[src/rtl/counter_gray_rx_pkg.sv]
// Shared definitions for the Gray-coded counter receiver.
//   state_t  : receiver FSM states (S_INIT, S_TRACK, S_RESYNC)
//   ERRCNT_W : width of the optional saturating illegal-event counter
package counter_gray_rx_pkg;

    typedef enum logic [1:0] {
        S_INIT   = 2'd0,
        S_TRACK  = 2'd1,
        S_RESYNC = 2'd2
    } state_t;

    localparam int unsigned ERRCNT_W = 8;

endpackage

[src/rtl/counter_gray2bin.sv]
// Pure combinational Gray-to-binary converter.
// Parameters:
//   BUS_WIDTH : code width (>=2)
// Ports:
//   gray : Gray-coded input
//   bin  : binary equivalent
module counter_gray2bin #(
    parameter int unsigned BUS_WIDTH = 4
) (
    input  logic [BUS_WIDTH-1:0] gray,
    output logic [BUS_WIDTH-1:0] bin
);

    // Binary bit i is the XOR of all Gray bits at position i and above.
    always_comb begin
        bin = '0;
        for (int unsigned i = 0; i < BUS_WIDTH; i++) begin
            bin[i] = ^(gray >> i);
        end
    end

endmodule

[src/rtl/counter_gray_rx.sv]
// Destination-domain receiver for a bit-synchronised Gray-coded counter bus.
// The bus is registered, converted to binary and only +1 steps are accepted;
// each accepted step produces a one-cycle o_inc pulse. Any other change flags
// o_err (sticky) and the receiver waits for the bus to be stable before
// taking a fresh baseline.
// Parameters:
//   BUS_WIDTH     : counter width (>=2)
//   STABLE_CYCLES : consecutive identical samples needed for a baseline (>=1)
// Ports:
//   i_clk      : clock, all logic on posedge
//   i_rst      : synchronous active-high reset
//   i_gray     : synchronised Gray-coded counter value
//   i_clr_err  : level clear for o_err (and o_err_cnt when present)
//   o_bin      : last accepted counter value, binary
//   o_valid    : baseline established, o_bin meaningful
//   o_inc      : one-cycle pulse per accepted +1 step
//   o_err      : sticky illegal-transition flag
//   o_err_cnt  : saturating illegal-event count
// Optional feature macro:
//   COUNTER_GRAY_RX_ERRCNT_EN : adds o_err_cnt and its counter
module counter_gray_rx
    import counter_gray_rx_pkg::*;
#(
    parameter int unsigned BUS_WIDTH     = 4,
    parameter int unsigned STABLE_CYCLES = 2
) (
    input  logic                 i_clk,
    input  logic                 i_rst,
    input  logic [BUS_WIDTH-1:0] i_gray,
    input  logic                 i_clr_err,
    output logic [BUS_WIDTH-1:0] o_bin,
    output logic                 o_valid,
    output logic                 o_inc,
    output logic                 o_err
`ifdef COUNTER_GRAY_RX_ERRCNT_EN
    ,
    output logic [ERRCNT_W-1:0]  o_err_cnt
`endif
);

    localparam int unsigned CNT_W = $clog2(STABLE_CYCLES + 1);

    state_t               state;
    logic [BUS_WIDTH-1:0] g_q;
    logic [BUS_WIDTH-1:0] g_acc;
    logic [BUS_WIDTH-1:0] b_q;
    logic [CNT_W-1:0]     cnt;
    logic [CNT_W-1:0]     cnt_next;
    logic [BUS_WIDTH-1:0] bin_plus1;
    logic                 same;
    logic                 stable_done;
    logic                 step_ok;
    logic                 illegal;

    counter_gray2bin #(
        .BUS_WIDTH(BUS_WIDTH)
    ) u_gray2bin (
        .gray(g_q),
        .bin (b_q)
    );

    // g_acc doubles as the stability reference while not tracking, so the
    // same comparison drives both the hold check and the stability count.
    always_comb begin
        same        = (g_q == g_acc);
        cnt_next    = same ? (cnt + CNT_W'(1)) : CNT_W'(1);
        stable_done = (cnt_next >= CNT_W'(STABLE_CYCLES));
        bin_plus1   = o_bin + BUS_WIDTH'(1);
        step_ok     = (b_q == bin_plus1);
        illegal     = (state == S_TRACK) && !same && !step_ok;
    end

    always_ff @(posedge i_clk) begin
        if (i_rst) begin
            state   <= S_INIT;
            g_q     <= '0;
            g_acc   <= '0;
            cnt     <= '0;
            o_bin   <= '0;
            o_valid <= 1'b0;
            o_inc   <= 1'b0;
        end else begin
            g_q   <= i_gray;
            o_inc <= 1'b0;
            case (state)
                S_INIT, S_RESYNC: begin
                    g_acc <= g_q;
                    if (stable_done) begin
                        cnt     <= '0;
                        o_bin   <= b_q;
                        o_valid <= 1'b1;
                        state   <= S_TRACK;
                    end else begin
                        cnt <= cnt_next;
                    end
                end
                S_TRACK: begin
                    if (same) begin
                        cnt <= '0;
                    end else if (step_ok) begin
                        o_bin <= b_q;
                        g_acc <= g_q;
                        o_inc <= 1'b1;
                    end else begin
                        // The offending sample is the first hit of the resync run.
                        g_acc   <= g_q;
                        cnt     <= CNT_W'(1);
                        o_valid <= 1'b0;
                        state   <= S_RESYNC;
                    end
                end
                default: begin
                    g_acc   <= '0;
                    cnt     <= '0;
                    o_valid <= 1'b0;
                    state   <= S_INIT;
                end
            endcase
        end
    end

    // Set has priority over clear.
    always_ff @(posedge i_clk) begin
        if (i_rst) begin
            o_err <= 1'b0;
        end else if (illegal) begin
            o_err <= 1'b1;
        end else if (i_clr_err) begin
            o_err <= 1'b0;
        end
    end

`ifdef COUNTER_GRAY_RX_ERRCNT_EN
    // An event coinciding with a clear leaves a count of one.
    always_ff @(posedge i_clk) begin
        if (i_rst) begin
            o_err_cnt <= '0;
        end else if (illegal) begin
            if (i_clr_err) begin
                o_err_cnt <= ERRCNT_W'(1);
            end else if (o_err_cnt != '1) begin
                o_err_cnt <= o_err_cnt + ERRCNT_W'(1);
            end
        end else if (i_clr_err) begin
            o_err_cnt <= '0;
        end
    end
`endif

endmodule

[config.mk]
export PLATFORM = sky130hd
export DESIGN_NAME = counter_gray_rx
export DESIGN_NICKNAME = d
export VERILOG_FILES = /design/src/rtl/counter_gray_rx_pkg.sv /design/src/rtl/counter_gray2bin.sv /design/src/rtl/counter_gray_rx.sv
export SDC_FILE = /design/constraint.sdc
export NUM_CORES = 1
export LEC_CHECK = 0
export ABC_AREA = 1
export CORE_ASPECT_RATIO = 0.7
export CORE_UTILIZATION = 53
export CTS_CLUSTER_SIZE = 28
export DETAILED_ROUTE_END_ITERATION = 8
export PLACE_DENSITY = 0.74
export SYNTH_ARGS = -nofsm -noshare
export SYNTH_HDL_FRONTEND = slang
export SYNTH_HIERARCHICAL = 1
export SYNTH_SLANG_ARGS = --single-unit
export TNS_END_PERCENT = 5
[constraint.sdc]
create_clock -name i_clk -period 1.83 [get_ports i_clk]
set_clock_uncertainty 0.1 [all_clocks]
set_input_delay 0.366 -clock i_clk [delete_from_list [all_inputs] [get_ports i_clk]]
set_output_delay 0.366 -clock i_clk [all_outputs]
set_load 0.005 [all_outputs]
==> out/results.ini <==
[detailed_routing]
drt_iter0_drc=18
num_vias=947
wl_per_cell_um=10.6
ant_nets=0
drt-total-wl_mm=2.10
drtPass1Iterations=4
route.detailed.drc=0
vias_per_cell=4.78

[run_status]
status=completed

[critical_path]
rr_startpoint=g_q[2]
crit_path_start_kind=flop
critPathMaxFanout=8
rr_worst_depth=15
max_stage_delay_ns=0.39
cp.required_ns=1.93
crit_chain=inv_2 > nand2_2 > nand2_2 > nand2_2 > nand2_2 > inv_2 > nand2_1 > nand2_1 > nand3_1 > nor2_2 > nand3_4 > nand2_4 > nand3_1 > nand2_1 > nor2_1
slowest_stage=dfxtp_4
worst-path-stages=15
crit_family=simple AND/OR/NAND/NOR gates
crit_top_cell=nand2_2
rrSetupSlack_ns=0.09
cp-end-kind=flop
cp.arrival_ns=1.83
r2r_end=o_bin[0]
critical_path_buf_inv_count=2
path_class=flop to flop

[logic_synthesis]
synth-main-ff-cell=dfxtp_1
synthCells=157
seq_area_frac_synth_pct=37.1
synthTopCellsByArea=dfxtp_1 37%, nand2_1 18%, inv_1 11%, nand3_1 4.9%, a21oi_1 3.9%
synth_nets=165
synth_common_cells=49 x nand2_1, 29 x inv_1, 19 x dfxtp_1
yosysWarnings=6
yosysTopAreaCell=dfxtp_1
syn_avg_cell_area_um2=6.53
yosysTopAreaCellShare_pct=37.1
synthMostInstantiatedCell=nand2_1
synth_seq_cells=19
synth_cell_types=24
synth-edff-count=0
synthArstFlopShare_pct=0
syn-cell-area_um2=1030

[layout]
regArea_um2=398
area_growth_pct=24.8
drive_gt1_share_pct=23.7
utilization_pct=75.4
final_area_um2=1280
multiInputGateArea_um2=526
final_nets=186
diodes=0
fill_cells=141

[clock_network]
cts_made_buffers=3
clk_latency_ns=0.29
clockBufferDepth=2
clock-sinks=19
cts_tree=built
htreeDepth=1
clock-root-buffer=clkbuf_4
clk_pin_slew_worst_paths_ns=0.10

[timing]
relSlewSlack_pct=83.0
min_period_ns=1.74
slew_violations=0
setup_viol=0
hold_violations=0
hold-worst-slack_ns=0.379
worstMarginPinSlew_ns=0.254
finalCritPeriodShare_pct=95.0
max_freq_ghz=0.575

[run]
cap_violations=0

[floorplan]
fp.dieW_um=54.6
start_util_pct=60.5
ioPinCount=14
dieArea_um2=2120
fp.dieH_um=38.8
placement_rows=12
core_um2=1700

[power_and_ir_drop]
p_clk_share_pct=18.3
ir_drop_v=0.000699
powerDensity_nw_per_um2=877
swShare_pct=34.6
power.switching_w=0.000389
p_int_w=0.000734
pwr-share-comb_pct=35.8
p_leak_nw=0.613
seqPwrFrac_pct=46.0

[grt]
grt_pass1_wl_mm=3.29
grt_pass1_vias=856
antenna_found_initial=0
grt_usage_pct=23.0
grt_max_degree=11
grt-ovfl-total=0

[place]
place_hpwl_mm=1.56
port_buffers=13
place.gp.congestion=0.870
place_area_um2=1170

[hold_path]
hold_path_end=o_valid
hold_path_depth=2
hp-class=flop to flop
worstHoldStart=o_valid

-- timing repair --
action,4_1_cts,5_1_grt
hold buffers,0,0
setup buffers,0,4
resized for setup,0,24
setup endpoints to repair,0,11
-- flip-flops by register name, summed over array words and instances (netlist names) --
register / cells
g_acc: 4
g_q: 4
o_bin: 4
cnt: 2
o_valid: 1
o_inc: 1
state: 2
o_err: 1
-- cell usage in the layout (no fill, tap or decap), drive strengths merged, types with 4 or more instances in the layout --
master,Yosys,routed
nor2,13,13
inv,32,32
nand3,11,11
clkdlybuf4s50,0,13
nand2,55,55
nor3,5,5
clkbuf,1,4
a21oi,8,8
buf,2,6
dfxtp,19,19
-- worst max path at each step --
| stage | startpoint | end | slack (ns) |
|---|---|---|---|
| after global placement | g_q[1] | o_bin[1] | 0.10 |
| after CTS | g_q[2] | o_bin[0] | 0.03 |
| after detailed placement | g_q[2] | o_bin[0] | 0.06 |
| after floorplan | g_q[3] | o_bin[0] | 0.22 |
| final | g_q[2] | o_bin[0] | 0.09 |
| after global routing | g_q[0] | o_bin[3] | -0.06 |
-- worst reg2reg max path: cells and delay by family, from the launching register on --
family                 cells  cell delay (ns)
AND/OR/NAND/NOR           13             1.05
flip-flops                 1             0.39
buffers and inverters      2             0.10
-- metrics by stage --
step / TNS [ns] / total power (W) / setup WS, ns / instances
floorplan: 0 / 0.000782 / 0.219 / 157
global placement: 0 / 0.000883 / 0.104 / 190
detailed placement: 0 / 0.000895 / 0.0601 / 190
CTS: 0 / 0.00110 / 0.0321 / 194
global route: -0.302 / 0.00121 / -0.0573 / 198
finish: 0 / 0.00112 / 0.0916 / 198
-- power groups by stage --
stage	Sequential [W]	Clock [W]	Combinational (W)
2_1_floorplan	0.000519	0	0.000263
3_3_place_gp	0.000522	0	0.000360
3_5_place_dp	0.000525	0	0.000370
4_1_cts	0.000515	0.000217	0.000371
5_1_grt	0.000523	0.000234	0.000449
6_report	0.000516	0.000205	0.000402
-- layer usage --
layer	vias up	GRT usage [%]	wire length, µm
met5	-	0	0
met2	21	42.8	994
met1	411	24.9	1000
met3	4	7.06	85
li1	511	-	-
met4	0	5.77	19
-- cells by family after synthesis --
family                   count (synthesis)  synth area share, %
AND/OR/NAND/NOR                         87                 38.9
buffers and inverters                   36                 14.4
flip-flops                              19                 37.1
AO/OA/AOI/OAI                           10                 5.00
XOR/XNOR                                 4                 3.42
adder cells (fa/ha/maj)                  1                 1.22
-- final cells by class --
cell class,instances,share of cell area (%)
multi-input combinational,102,41.1
clock buffer,4,2.05
timing repair buffer,19,14.0
inverter,33,9.78
sequential,19,31.1
tap,21,2.05
Power figures use the tool's default switching activity.
